==> config.mk <==
export PLATFORM = sky130hd
export DESIGN_NAME = imem_loader
export DESIGN_NICKNAME = d
export VERILOG_FILES = /design/src/rtl/imem_loader.sv
export SDC_FILE = /design/constraint.sdc
export NUM_CORES = 1
export LEC_CHECK = 0
export CORE_UTILIZATION = 55
export CTS_CLUSTER_DIAMETER = 40
export DETAILED_ROUTE_END_ITERATION = 16
export HOLD_SLACK_MARGIN = 0.05
export PLACE_DENSITY = 0.95
export SLEW_MARGIN = 20
export SYNTH_ARGS = -nofsm -noshare
export SYNTH_HDL_FRONTEND = slang
export SYNTH_SLANG_ARGS = --single-unit
==> constraint.sdc <==
create_clock -name clk -period 5.89 [get_ports clk]
set_input_delay 0.8835 -clock clk [delete_from_list [all_inputs] [get_ports clk]]
set_output_delay 0.8835 -clock clk [all_outputs]
set_load 0.01 [all_outputs]
==> src/rtl/imem_loader.sv <==
// imem_loader
//   Boot-time loader for the instruction memory of the single-cycle MIPS core.
//   A byte stream (valid/ready) carries a frame:
//   LEN_HI, LEN_LO, N*4 big-endian payload bytes, and an XOR checksum byte.
//   Each assembled word is written to consecutive word addresses. The core is
//   held in reset until the whole image has been written and its checksum
//   has been verified.
//
// Ports
//   clk          rising-edge clock
//   reset        synchronous, active-high reset
//   start        one-cycle arm request (honoured in IDLE, DONE, ERROR)
//   in_data      stream byte
//   in_valid     in_data is valid
//   in_ready     loader accepts a byte this cycle (registered)
//   imem_we      instruction-memory write strobe, one cycle per word
//   imem_addr    byte address of the word being written (word_index*4)
//   imem_wdata   instruction word being written
//   cpu_reset    reset request to the core, released only in DONE
//   done         image loaded and verified
//   error        load aborted
//   err_code     01 = bad length, 10 = checksum mismatch, 00 = none
//   words_loaded number of words written in the current load
module imem_loader #(
    parameter int WORDS = 32,
    parameter int CNT_W = 6
) (
    input  logic             clk,
    input  logic             reset,
    input  logic             start,
    input  logic [7:0]       in_data,
    input  logic             in_valid,
    output logic             in_ready,
    output logic             imem_we,
    output logic [31:0]      imem_addr,
    output logic [31:0]      imem_wdata,
    output logic             cpu_reset,
    output logic             done,
    output logic             error,
    output logic [1:0]       err_code,
    output logic [CNT_W-1:0] words_loaded
);

    typedef enum logic [2:0] {
        S_IDLE,
        S_LEN_HI,
        S_LEN_LO,
        S_DATA,
        S_WRITE,
        S_CHECK,
        S_DONE,
        S_ERROR
    } state_t;

    state_t           r_state;
    logic [7:0]       r_len_hi;
    logic [CNT_W-1:0] r_n;
    logic [7:0]       r_acc;
    logic [23:0]      r_shift;
    logic [1:0]       r_bidx;
    logic [CNT_W-1:0] r_words;
    logic             r_in_ready;
    logic             r_we;
    logic [31:0]      r_addr;
    logic [31:0]      r_wdata;
    logic             r_cpu_reset;
    logic             r_done;
    logic             r_error;
    logic [1:0]       r_err_code;

    logic             w_accept;
    logic [15:0]      w_len;
    logic             w_len_bad;
    logic [31:0]      w_word;
    logic [CNT_W-1:0] w_words_inc;
    state_t           w_next;

    assign w_accept    = in_valid && r_in_ready;
    assign w_len       = {r_len_hi, in_data};
    assign w_len_bad   = (w_len == 16'd0) || (w_len > 16'(WORDS));
    assign w_word      = {r_shift, in_data};
    assign w_words_inc = r_words + CNT_W'(1);

    always_comb begin
        w_next = r_state;
        case (r_state)
            S_IDLE, S_DONE, S_ERROR: if (start) w_next = S_LEN_HI;
            S_LEN_HI: if (w_accept) w_next = S_LEN_LO;
            S_LEN_LO: if (w_accept) w_next = w_len_bad ? S_ERROR : S_DATA;
            S_DATA:   if (w_accept && r_bidx == 2'd3) w_next = S_WRITE;
            S_WRITE:  w_next = (w_words_inc < r_n) ? S_DATA : S_CHECK;
            S_CHECK:  if (w_accept) w_next = (in_data == r_acc) ? S_DONE : S_ERROR;
            default:  w_next = S_IDLE;
        endcase
    end

    // Status outputs are registered from the next state so they change on the
    // same edge as the state they describe.
    always_ff @(posedge clk) begin
        if (reset) begin
            r_state     <= S_IDLE;
            r_len_hi    <= '0;
            r_n         <= '0;
            r_acc       <= '0;
            r_shift     <= '0;
            r_bidx      <= '0;
            r_words     <= '0;
            r_in_ready  <= 1'b0;
            r_we        <= 1'b0;
            r_addr      <= '0;
            r_wdata     <= '0;
            r_cpu_reset <= 1'b1;
            r_done      <= 1'b0;
            r_error     <= 1'b0;
            r_err_code  <= 2'b00;
        end else begin
            r_state     <= w_next;
            r_in_ready  <= (w_next inside {S_LEN_HI, S_LEN_LO, S_DATA, S_CHECK});
            r_cpu_reset <= (w_next != S_DONE);
            r_done      <= (w_next == S_DONE);
            r_error     <= (w_next == S_ERROR);
            r_we        <= 1'b0;

            case (r_state)
                S_IDLE, S_DONE, S_ERROR: begin
                    if (start) begin
                        r_words    <= '0;
                        r_acc      <= '0;
                        r_bidx     <= '0;
                        r_err_code <= 2'b00;
                    end
                end
                S_LEN_HI: begin
                    if (w_accept) begin
                        r_len_hi <= in_data;
                        r_acc    <= r_acc ^ in_data;
                    end
                end
                S_LEN_LO: begin
                    if (w_accept) begin
                        r_acc  <= r_acc ^ in_data;
                        r_n    <= CNT_W'(w_len);
                        r_bidx <= '0;
                        if (w_len_bad) r_err_code <= 2'b01;
                    end
                end
                S_DATA: begin
                    if (w_accept) begin
                        r_acc   <= r_acc ^ in_data;
                        r_shift <= {r_shift[15:0], in_data};
                        r_bidx  <= r_bidx + 2'd1;
                        // The write strobe and its address/data are launched
                        // here so they are stable for the whole WRITE cycle.
                        if (r_bidx == 2'd3) begin
                            r_we    <= 1'b1;
                            r_addr  <= 32'({r_words, 2'b00});
                            r_wdata <= w_word;
                        end
                    end
                end
                S_WRITE: begin
                    r_words <= w_words_inc;
                end
                S_CHECK: begin
                    if (w_accept && in_data != r_acc) r_err_code <= 2'b10;
                end
                default: ;
            endcase
        end
    end

    assign in_ready     = r_in_ready;
    assign imem_we      = r_we;
    assign imem_addr    = r_addr;
    assign imem_wdata   = r_wdata;
    assign cpu_reset    = r_cpu_reset;
    assign done         = r_done;
    assign error        = r_error;
    assign err_code     = r_err_code;
    assign words_loaded = r_words;

endmodule

# Word-level counts from Yosys, hierarchy flattened
# Index checks and enable logic that the tools add are counted.
[classes]
n_addsub = 2
magnitude_cmp = 2
n_eq_ne = 23
n_mux = 23
bitwise = 3
n_reduce_logical = 22
[op_table]
columns = ["cell", "n"]
rows = [
  ["3-bit equality test (second input constant)", 7],
  ["3-bit two-way mux", 7],
  ["3-bit one-hot mux with 6 select lines", 1],
  ["16-bit by 6-bit > comparator with 1-bit output (second input constant)", 1],
  ["16-bit logical NOT", 1],
  ["8-bit two-way mux", 2],
  ["8-bit one-hot mux with 2 select lines", 1],
  ["3-bit by 2-bit equality test with 1-bit output (second input constant)", 4],
  ["2-bit two-way mux", 6],
  ["2-bit one-hot mux with 3 select lines", 2],
  ["6-bit one-hot mux with 2 select lines", 1],
  ["2-bit != test (second input constant)", 5],
  ["3-bit OR reduction", 3],
  ["8-bit equality test", 1],
  ["8-bit != test", 1],
  ["2-bit AND reduction", 4],
  ["8-bit bitwise XOR", 1],
  ["6-bit by 1-bit adder with 6-bit output (second input constant)", 1],
  ["3-bit by 1-bit equality test with 1-bit output (second input constant)", 2],
  ["6-bit less-than comparator", 1],
  ["6-bit two-way mux", 1],
  ["3-bit AND reduction", 2],
  ["3-bit nonzero test", 2],
  ["5-bit AND reduction", 1],
  ["12 further kinds", 17],
]
[word_totals]
regBits = 102

# Depth between registers and ports, before layout
# Gate-level depths: netlist of run 1.
[depth]
ltp_word = 7
depth_mapped = 9

# Worst setup path before layout of run 1
# No wires, ideal clock.
[synth_timing]
kind = "input -> register"
startpoint = "input in_data[3]"
endpoint = "register r_cpu_reset (netlist: cpu_reset)"
setup_time_ns = 0.120
t_arrival_ns = 2.419
required_ns = 5.770
path_slack_ns = 3.351
path_stages = 6
n_path_buf = 1
path_cell_list = "buf_4 or4_4 or3_4 a31oi_4 o32ai_2 a211o_1"
[synth_between]
elab_chain_cells = 6
[synth_lines]
columns = ["element", "line", "rtl"]
rows = [
  ["start, declared", "31", "input logic [7:0] in_data,"],
  ["16-bit by 6-bit > comparator with 1-bit output / 16-bit logical NOT (equally long branches)", "80", "assign w_len_bad = (w_len == 16'd0) || (w_len > 16'(WORDS));"],
  ["1-bit logical OR", "80", ""],
  ["3-bit two-way mux (2 in a row)", "89", "S_LEN_LO: if (w_accept) w_next = w_len_bad ? S_ERROR : S_DATA;"],
  ["3-bit one-hot mux with 6 select lines (*)", "86", "case (r_state)"],
  ["3-bit != test (*)", "119", "r_cpu_reset <= (w_next != S_DONE);"],
  ["end signal, assigned", "119", ""],
  ["end, declared", "66", "logic r_cpu_reset;"],
]
# Mark *: on every way between the ends. The rest lies on a longest branch, timed or not.
# A chain may end at the register's enable or synchronous reset.

# Worst setup path after layout of run 1
[layout_timing]
startpoint = "input in_valid"
endpoint = "register r_shift[23]"
[layout_between]
elab_chain_cells = 2
[layout_lines]
columns = ["element", "line", "rtl"]
rows = [
  ["start, declared", "32", "input logic in_valid,"],
  ["1-bit logical AND", "78", "assign w_accept = in_valid && r_in_ready;"],
  ["2-bit AND reduction (no source line)", "-", ""],
  ["end signal, assigned", "150", "r_shift <= {r_shift[15:0], in_data};"],
  ["end, declared", "59", "logic [23:0] r_shift;"],
]
# Every way passes these cells.

==> results of run 1 <==
registers in the layout (all words and copies together) (netlist names), 3 cells and up:
signal        flops
words_loaded      6
r_shift          24
imem_wdata       32
r_state           3
r_acc             8
r_len_hi          8
r_n               6
imem_addr         6
cell usage after synthesis (all sizes together) (7+ instances only):
| library cell | instances |
|---|---|
| o21ai | 7 |
| xor2 | 10 |
| nand3 | 22 |
| nor2 | 23 |
| clkbuf | 30 |
| o32ai | 9 |
| inv | 19 |
| ha | 9 |
| dfxtp | 102 |
| o21a | 9 |
| nand2 | 141 |
| a21oi | 79 |
| buf | 37 |
cell families after synthesis:
group	synth area share, %
AO/OA/AOI/OAI	17.5
XOR/XNOR	2.34
adder cells (fa/ha/maj)	2.50
buffers and inverters	9.82
flip-flops	45.4
multiplexers	1.34
other	0.0834
AND/OR/NAND/NOR	21.0
metrics by stage:
| step | total power (W) | cell area, um^2 |
|---|---|---|
| after floorplan | 0.00111 | 4590 |
| after global placement | 0.00118 | 4990 |
| after CTS | 0.00164 | 5190 |
| final | 0.00165 | 5190 |
| after global routing | 0.00173 | 5190 |
| after detailed placement | 0.00120 | 4990 |
how the worst min path moves through the flow:
| stage | slack (ns) | cells past startpoint | end |
|---|---|---|---|
| 3_3_place_gp | 0.44 | 2 | r_len_hi[5] |
| 6_report | 0.46 | 2 | imem_addr[6] |
| 4_1_cts | 0.46 | 2 | r_len_hi[6] |
| 5_1_grt | 0.48 | 2 | r_shift[16] |
| 2_1_floorplan | 0.43 | 2 | r_len_hi[5] |
| 3_5_place_dp | 0.44 | 2 | r_len_hi[6] |
per-layer routing:
layer	part of all wire (%)	vias up	routed length, um	global-route usage, %
met3	7.5	21	782	4.27
met1	42	1905	4400	33.4
met4	2.1	0	224	10.0
li1	-	1886	-	-
met5	0	-	0	0
met2	48	207	5030	41.0
power by group:
group	internal [W]	total (W)	switching [W]
clock network	0.000204	0.000454	0.000250
logic	0.000163	0.000415	0.000252
registers	0.000732	0.000782	0.0000492
layout make-up:
type / instances / area [um^2]
Tap cell: 102 / 128
Sequential cell: 102 / 2040
Timing Repair Buffer: 65 / 638
Clock buffer: 10 / 128
Fill cell: 604 / 2620
Multi-Input combinational cell: 396 / 2110
Clock inverter: 6 / 76.3
Inverter: 19 / 71.3
worst max-delay path, cell delays in order:
cell and delay (ns):
clkdlybuf4s50_1 0.53, and2_1 0.55, nand2_1 0.70, nand2_1 0.29
a21oi_1 0.10
==> run summary, run 1 <==
n_diodes = 0
grt ovf = 0
Layout Nets = 614
first-pass GRT wire length = 17.1 mm
total vias in the final route = 4019
cts hold-fix bufs = 0
Mapped Cells = 559
fin worst setup slack = 3.04 ns
CP startpoint kind = primary input
crit end category = flip-flop
clk buf depth = 2
Worst setup startpoint = in_valid
top cell type's share of synthesized area = 45.4%
dpl hpwl = 7.06 mm
IO Port Bufs = 62
routed length per instance = 14.9 um
Power Density = 318 mW/mm^2
asr flop ratio synth = 0%
placed cells = 684
post-CTS sizing = 0
critical hold path startpoint = imem_addr[6]
status = finished, final reports clean
Initial Util = 57.6%
VDD IR-drop max = 0.154 mV
Static Leak = 1.86 nW
starting DRC count in detailed routing = 317
via count of the first global-routing pass = 3631
dpl ws = 2.74 ns
Slew @ Worst Pin = 0.941 ns
unrepaired setup endpoints after global routing = false
Std-Cell Rows = 32
Min-Delay Path Class = flip-flop to flip-flop
DIE WIDTH = 92.4 um
EDFF count, synth = 0
Antenna Nets Post-Route = 0
skew final = 0.0105 ns
Setup violations, final = 0
crit path capture = r_shift[23]
fin cells = 700
Critical Path Fanout Max = 25
Ports = 89
Hold Fails Final Rpt = 0
# clock sinks = 102
Achievable Freq = 0.350 GHz
gr usage total = 25.3%
TritonCTS clock tree = yes
total CTS buffers = 9
setup bufs post-CTS = 0
largest area contributor in the netlist = dfxtp_1
Root Driver = clkbuf_8
CP arrival = 3.07 ns
r2r setup slk = 3.18 ns
number of antenna violations at the first check in global routing = 0
share of layout cells above drive strength 1 = 5.18%
Die Y = 92.4 um
largest net degree at the start of global routing = 97
Slew Viols, Final = 0
WL final = 10.4 mm
Worst R2R Path Depth = 5
FF-to-FF Start = r_state[1]
setup TNS = 0 ns
Avg Cell Area, Syn = 8.05 um^2
most frequent cells in the layout = nand2_1, dfxtp_1, a21oi_1
Synth Flop Type = dfxtp_1
Yosys reg bits = 102
CP Class = primary input to flip-flop
# DRC = 0
gpl congestion = 1.01
TritonRoute pass-1 iters = 5
htree depth = 3
Synth area leaders = dfxtp_1, nand2_1, a21oi_1
Mapped Area = 0.00450 mm^2
Synth Warn # = 0
Tmin final = 2.85 ns
area grow syn2layout = 15.4%
vias per cell = 5.74
max_slew headroom = 37.3%
Final Core Density = 66.5%
Crit Reg-Reg Endpoint = r_acc[7]
sequential-to-total area share from yosys stat = 45.4%
Hold Slack = 0.459 ns
core footprint = 0.00781 mm^2
commonest non-fill, non-tap cell in the layout = nand2_1
period utilization = 48.5%
Skew-Pair Late Insertion Delay = 0.36 ns
DIE AREA = 0.00854 mm^2
CP required = 6.10 ns
count of cell types in the netlist = 57
max cap viols = 0
Worst-path clk slew = 0.10 ns
No activity file was read; power rests on OpenSTA's default activity.
==> run 2, diff against run 1 <==
- CORE_UTILIZATION: 55 -> 47
- PLACE_DENSITY: 0.95 -> 0.88
- clock period: 5.89 -> 2.41 ns (I/O delays scaled with it)
==> run 2 against run 1 <==
Net effect:
- clock power grew 140%
- sequential share of layout area shrank 1.7 points
- sequential cell count is the same
- cell count grew 7.1%
- combinational power grew to 2.7 times the previous value
- routed wire length grew 3.3%
- clock skew grew 0.0035 ns
- critical path depth grew 4
- first-iteration DRC count shrank 6.3%
- utilization shrank 7.7 points
- final area grew 4.6%
- via count shrank 0.52%
- critical path type is now flip-flop to flip-flop
- critical endpoint is now cpu_reset
==> run summary, run 2 (same netlist as run 1, synthesis figures left out) <==
status = finished, final reports clean
crit-path max cell delay = 0.38 ns (-0.32 ns)
Die Y = 99.8 um (+8.0%)
Worst setup startpoint = words_loaded[1]
total vias in the final route = 3998 (-0.52%)
Worst-path clk slew = 0.10 ns (about the same)
Std-Cell Rows = 35 (+9.4%)
DIE AREA = 0.00997 mm^2 (+17%)
dpl hpwl = 7.38 mm (+4.4%)
TritonCTS clock tree = yes
vias per cell = 5.33 (-7.2%)
TritonRoute pass-1 iters = 8 (+3)
number of antenna violations at the first check in global routing = 0 (unchanged)
htree depth = 3 (unchanged)
most frequent cells in the layout = nand2_1, dfxtp_1, a21oi_1
max cap viols = 0 (unchanged)
skew final = 0.0140 ns (+0.00354 ns)
WL final = 10.8 mm (+3.3%)
Critical Path Fanout Max = 5 (-80%)
total CTS buffers = 9 (unchanged)
share of layout cells above drive strength 1 = 9.50% (+4.3 points)
Antenna Nets Post-Route = 0 (unchanged)
Static Leak = 1.98 nW (+6.4%)
Crit path depth = 9 (+4)
Setup violations, final = 0 (unchanged)
Final Power = 0.00414 W (+150%)
# DRC = 0 (unchanged)
Crit Reg-Reg Endpoint = cpu_reset
Skew-Pair Late Insertion Delay = 0.37 ns (about the same)
Initial Util = 48.7% (-8.9 points)
FF-to-FF Start = words_loaded[1]
period utilization = 94.1%
worst path cell trace = nand3_2, nor2_1, xor2_1, ha_1, a41o_1, o31ai_1, and3_1, o221ai_2, a211o_1
Top Family by Delay on Critical Path = compound AO/OA/AOI/OAI gates
CP Class = flip-flop to flip-flop
starting DRC count in detailed routing = 297 (-6.3%)
clk buf depth = 2 (unchanged)
Final Core Density = 58.7% (-7.7 points)
max_slew headroom = 38.3% (+0.97 points)
Power Density = 762 mW/mm^2 (+140%)
Bufs and invs on worst path = 0 (-1)
IO Port Bufs = 62 (unchanged)
VDD IR-drop max = 0.395 mV (+160%)
max reg flops = 32 (unchanged)
gr usage total = 22.0% (-3.2 points)
Hold Slack = 0.458 ns (-0.00107 ns)
DIE WIDTH = 99.8 um (+8.0%)
area grow syn2layout = 20.7%
via count of the first global-routing pass = 3721 (+2.5%)
r2r setup slk = 0.14 ns (-3.04 ns)
commonest non-fill, non-tap cell in the layout = nand2_1
Tmin final = 2.27 ns
CP arrival = 2.53 ns (-0.54 ns)
core footprint = 0.00924 mm^2 (+18%)
setup bufs post-CTS = 0 (unchanged)
Ports = 89 (unchanged)
CP required = 2.67 ns (-3.43 ns)
CP startpoint kind = flip-flop
largest net degree at the start of global routing = 96 (-1.0%)
first-pass GRT wire length = 17.5 mm (+1.9%)
gpl congestion = 0.896 (-11%)
Worst R2R Path Depth = 9 (+4)
Min-Delay Path Class = flip-flop to flip-flop
Hold Fails Final Rpt = 0 (unchanged)
fillers = 765 (+27%)
crit path capture = cpu_reset
routed length per instance = 14.4 um (-3.6%)
Achievable Freq = 0.441 GHz
Slew Viols, Final = 0 (unchanged)
crit end category = flip-flop
Slew @ Worst Pin = 0.926 ns (-0.0145 ns)
grt ovf = 0 (unchanged)
unrepaired setup endpoints after global routing = false
n_diodes = 0 (unchanged)
Root Driver = clkbuf_8
# clock sinks = 102 (unchanged)
Layout Nets = 637 (+3.7%)
Worst path slowest cell = dfxtp_2
==> run 2: cell types whose count changed in the layout (fill, tap and decap cells not counted), sizes merged <==
cell,previous run,this run
clkinv,0,1
buf,4,27
clkinvlp,2,1
==> run 2: where the power goes <==
| group | internal [W] | switching [W] |
|---|---|---|
| clock network | 0.000500 | 0.000614 |
| logic | 0.000467 | 0.000653 |
| registers | 0.00179 | 0.000110 |
==> run 2: worst min path at each step <==
stage	depth (start not counted)	end	slack, ns	startpoint
final	2	imem_wdata[20]	0.46	imem_wdata[20]
after global routing	2	imem_wdata[20]	0.48	imem_wdata[20]
after CTS	2	imem_wdata[31]	0.46	imem_wdata[31]
after detailed placement	2	imem_wdata[31]	0.45	imem_wdata[31]
after global placement	2	r_len_hi[2]	0.44	r_len_hi[2]
after floorplan	2	r_len_hi[5]	0.43	r_len_hi[5]
==> run 2: tightest hold or removal path, stage by stage, from the launching register on <==
cell     delay (ns)
dfxtp_1        0.32
nand2_1        0.05
a21oi_1        0.05
==> run 2: stage by stage <==
| step | instances | cell area, um^2 | TNS [ns] | setup WS, ns |
|---|---|---|---|---|
| 3_5_place_dp | 734 | 5210 | -0.0124 | -0.0124 |
| 2_1_floorplan | 584 | 4590 | 0 | 0.173 |
| 3_3_place_gp | 734 | 5210 | -0.00264 | -0.00264 |
| 4_1_cts | 750 | 5420 | 0 | 0.00300 |
| 6_report | 750 | 5430 | 0 | 0.141 |
| 5_1_grt | 750 | 5430 | 0 | 0.0195 |
==> run 2: area by class of cell <==
class,instances,area [um^2],share of cell area (%)
flip-flops and latches,102,2040,37.7
clock buffers,10,128,2.35
multi-input cells,396,2120,39.1
well taps,129,161,2.97
inverters,19,71.3,1.31
clock inverters,6,77.6,1.43
repair buffers,88,823,15.2
==> run 2: timing repair <==
action | CTS | global route
resized for setup | 1 | 4
gates cloned | 0 | 0
hold buffers | 0 | 0
endpoints found under the setup margin | 1 | 4
==> run 2: per-layer routing <==
metal  wire (um)  part of all wire (%)  global-route usage, %  vias to the layer above
li1            -                     -                      -                     1936
met1        4710                    44                   27.2                     1872
met2        5130                    48                   36.2                      162
met3         625                   5.8                   4.53                       28
met4         324                   3.0                   11.8                        0
met5           0                     0                      0                        -
==> run 3, diff against run 2 <==
- CORE_ASPECT_RATIO: not set -> 1.5
- CORE_MARGIN: not set -> 3
- CTS_CLUSTER_DIAMETER: 40 -> 60
==> run 3 against run 2 <==
Net effect:
- clock power rose by 32%
- critical path type unchanged
- setup slack got worse by 0.076 ns
- combinational power barely moved
- cell count fell by 2.3%
- clock-buffer cell count fell by 1
- utilization rose by 0.89 points
- critical endpoint unchanged
- fmax fell by 3.2%
==> run summary, run 3 (same netlist as run 1, synthesis figures left out) <==
Min-Delay Path Class = flip-flop to flip-flop
setup TNS = 0 ns (unchanged)
r2r setup slk = 0.07 ns (-0.08 ns)
gpl congestion = 0.871 (-2.8%)
core footprint = 0.00931 mm^2 (+0.73%)
clk buf depth = 2 (unchanged)
starting DRC count in detailed routing = 307 (+3.4%)
crit end category = flip-flop
DIE WIDTH = 85.9 um (-14%)
Root Driver = clkbuf_16
Initial Util = 48.3% (-0.35 points)
vias per cell = 5.52 (+3.5%)
dpl hpwl = 7.78 mm (+5.5%)
CP required = 2.65 ns (-0.02 ns)
total vias in the final route = 4043 (+1.1%)
TritonRoute pass-1 iters = 5 (-3)
via count of the first global-routing pass = 3914 (+5.2%)
Hold Fails Final Rpt = 0 (unchanged)
# DRC = 0 (unchanged)
Slew @ Worst Pin = 0.941 ns (+0.0152 ns)
htree depth = 3 (unchanged)
post-route cell area = 0.00555 mm^2 (+2.3%)
grt ovf = 0 (unchanged)
Hold Slack = 0.449 ns (-0.00871 ns)
CP arrival = 2.58 ns (+0.05 ns)
commonest non-fill, non-tap cell in the layout = nand2_1
Layout Nets = 637 (unchanged)
Die Y = 126 um (+26%)
CP startpoint kind = flip-flop
WL final = 11.0 mm (+2.3%)
Std-Cell Rows = 43 (+23%)
Final Power = 0.00451 W (+9.2%)
most frequent cells in the layout = nand2_1, dfxtp_1, a21oi_1
gr usage total = 21.1% (-0.96 points)
max cap viols = 0 (unchanged)
max_slew headroom = 37.2% (-1.0 points)
Worst path slowest cell = dfxtp_4
share of layout cells above drive strength 1 = 11.1% (+1.6 points)
crit path capture = cpu_reset
Critical Path Fanout Max = 5 (unchanged)
met2 usage = 36.8% (+0.52 points)
cts hold-fix bufs = 0 (unchanged)
Worst R2R Path Depth = 9 (unchanged)
TritonCTS clock tree = yes
GR Util met1 = 23.1% (-4.1 points)
fillers = 806 (+5.4%)
total CTS buffers = 9 (unchanged)
crit-path max cell delay = 0.36 ns (-0.02 ns)
Skew-Pair Late Insertion Delay = 0.35 ns (-0.02 ns)
FF-to-FF Start = words_loaded[0]
Power Density = 813 mW/mm^2 (+6.8%)
Antenna Nets Post-Route = 0 (unchanged)
routed length per instance = 15.0 um (+4.6%)
met3 Usage GRT = 4.25% (-0.27 points)
DIE AREA = 0.0108 mm^2 (+8.4%)
Static Leak = 2.04 nW (+3.0%)
VDD IR-drop max = 0.743 mV (+88%)
placement-stage cell area = 0.00517 mm^2 (-0.70%)
number of antenna violations at the first check in global routing = 0 (unchanged)
area grow syn2layout = 23.4%
first-pass GRT wire length = 18.3 mm (+5.1%)
IO Port Bufs = 62 (unchanged)
largest net degree at the start of global routing = 96 (unchanged)
n_diodes = 0 (unchanged)
worst path cell trace = ha_2, buf_4, xor2_1, ha_1, a41o_1, o31ai_2, and3_1, o221ai_2, a211o_1
CP Class = flip-flop to flip-flop
max reg flops = 32 (unchanged)
Worst setup startpoint = words_loaded[0]
# clock sinks = 102 (unchanged)
status = finished, final reports clean
Crit Reg-Reg Endpoint = cpu_reset
Setup violations, final = 0 (unchanged)
Ports = 89 (unchanged)
GR peak layer = met2
Slew Viols, Final = 0 (unchanged)
skew final = 0.00733 ns (-0.00671 ns)
Worst-path clk slew = 0.07 ns (-0.03 ns)
Achievable Freq = 0.427 GHz (-3.2%)
Tmin final = 2.34 ns (+0.0759 ns)
period utilization = 97.3% (+3.1 points)
[run 3: changes by cell type in the layout (fill, tap and decap cells not counted), moves of 2 or more]
cell | before | now
inv_8 | 2 | 0
clkbuf_16 | 0 | 9
dfxtp_4 | 0 | 3
dfxtp_1 | 100 | 98
clkbuf_8 | 9 | 0
[run 3: per-layer routing]
metal  up-vias  share of wire (%)
met4         0                4.5
li1       1946                  -
met1      1876                 37
met5         -                  0
met2       177                 53
met3        44                5.6
[run 3: worst min path at each step]
stage	startpoint	endpoint	slack (ns)	cells past startpoint
after floorplan	r_len_hi[5]	r_len_hi[5]	0.43	2
after global placement	r_len_hi[5]	r_len_hi[5]	0.44	2
after detailed placement	r_len_hi[6]	r_len_hi[6]	0.45	2
after CTS	r_len_hi[6]	r_len_hi[6]	0.45	2
after global routing	r_len_hi[6]	r_len_hi[6]	0.47	2
final	r_len_hi[6]	r_len_hi[6]	0.45	2
[run 3: through the flow]
stage / setup slack, ns / instances / util, %
6_report: 0.0656 / 733 / 59.6
5_1_grt: -0.00895 / 733 / 59.6
4_1_cts: 0.0609 / 732 / 59.1
3_5_place_dp: -0.0590 / 715 / 55.5
3_3_place_gp: -0.00751 / 715 / 55.5
2_1_floorplan: 0.173 / 584 / -
[run 3: power breakdown]
group          total, W  internal (W)  switching [W]  leakage [nW]
Sequential      0.00191       0.00179       0.000117         0.826
Combinational   0.00114      0.000477       0.000662          1.07
Clock           0.00147      0.000815       0.000652         0.143
[run 3: final cells by class]
class | count | area (um^2) | share of cell area (%)
Clock buffer | 9 | 225 | 4.06
Clock inverter | 7 | 80.1 | 1.44
Inverter | 19 | 71.3 | 1.28
Multi-Input combinational cell | 396 | 2160 | 38.8
Sequential cell | 102 | 2050 | 37.0
Tap cell | 112 | 140 | 2.52
Timing Repair Buffer | 88 | 823 | 14.8
[run 3: worst max-delay path: cells and delay by family (launching register included)]
| family | cells | cell delay, ns |
|---|---|---|
| xor gates and xnor gates | 1 | 0.15 |
| and+or+nand+nor | 1 | 0.28 |
| adders and majority gates | 2 | 0.51 |
| buffers and inverters | 1 | 0.14 |
| AOI/OAI and AO/OA | 4 | 0.80 |
| DFF | 1 | 0.36 |
[run 3: timing repair]
action,in CTS,in global routing
gates resized for setup,6,12
pin swaps,2,7
setup buffers,1,1
setup endpoints to repair,4,5
gates cloned,0,0
endpoints found under the hold margin,0,0
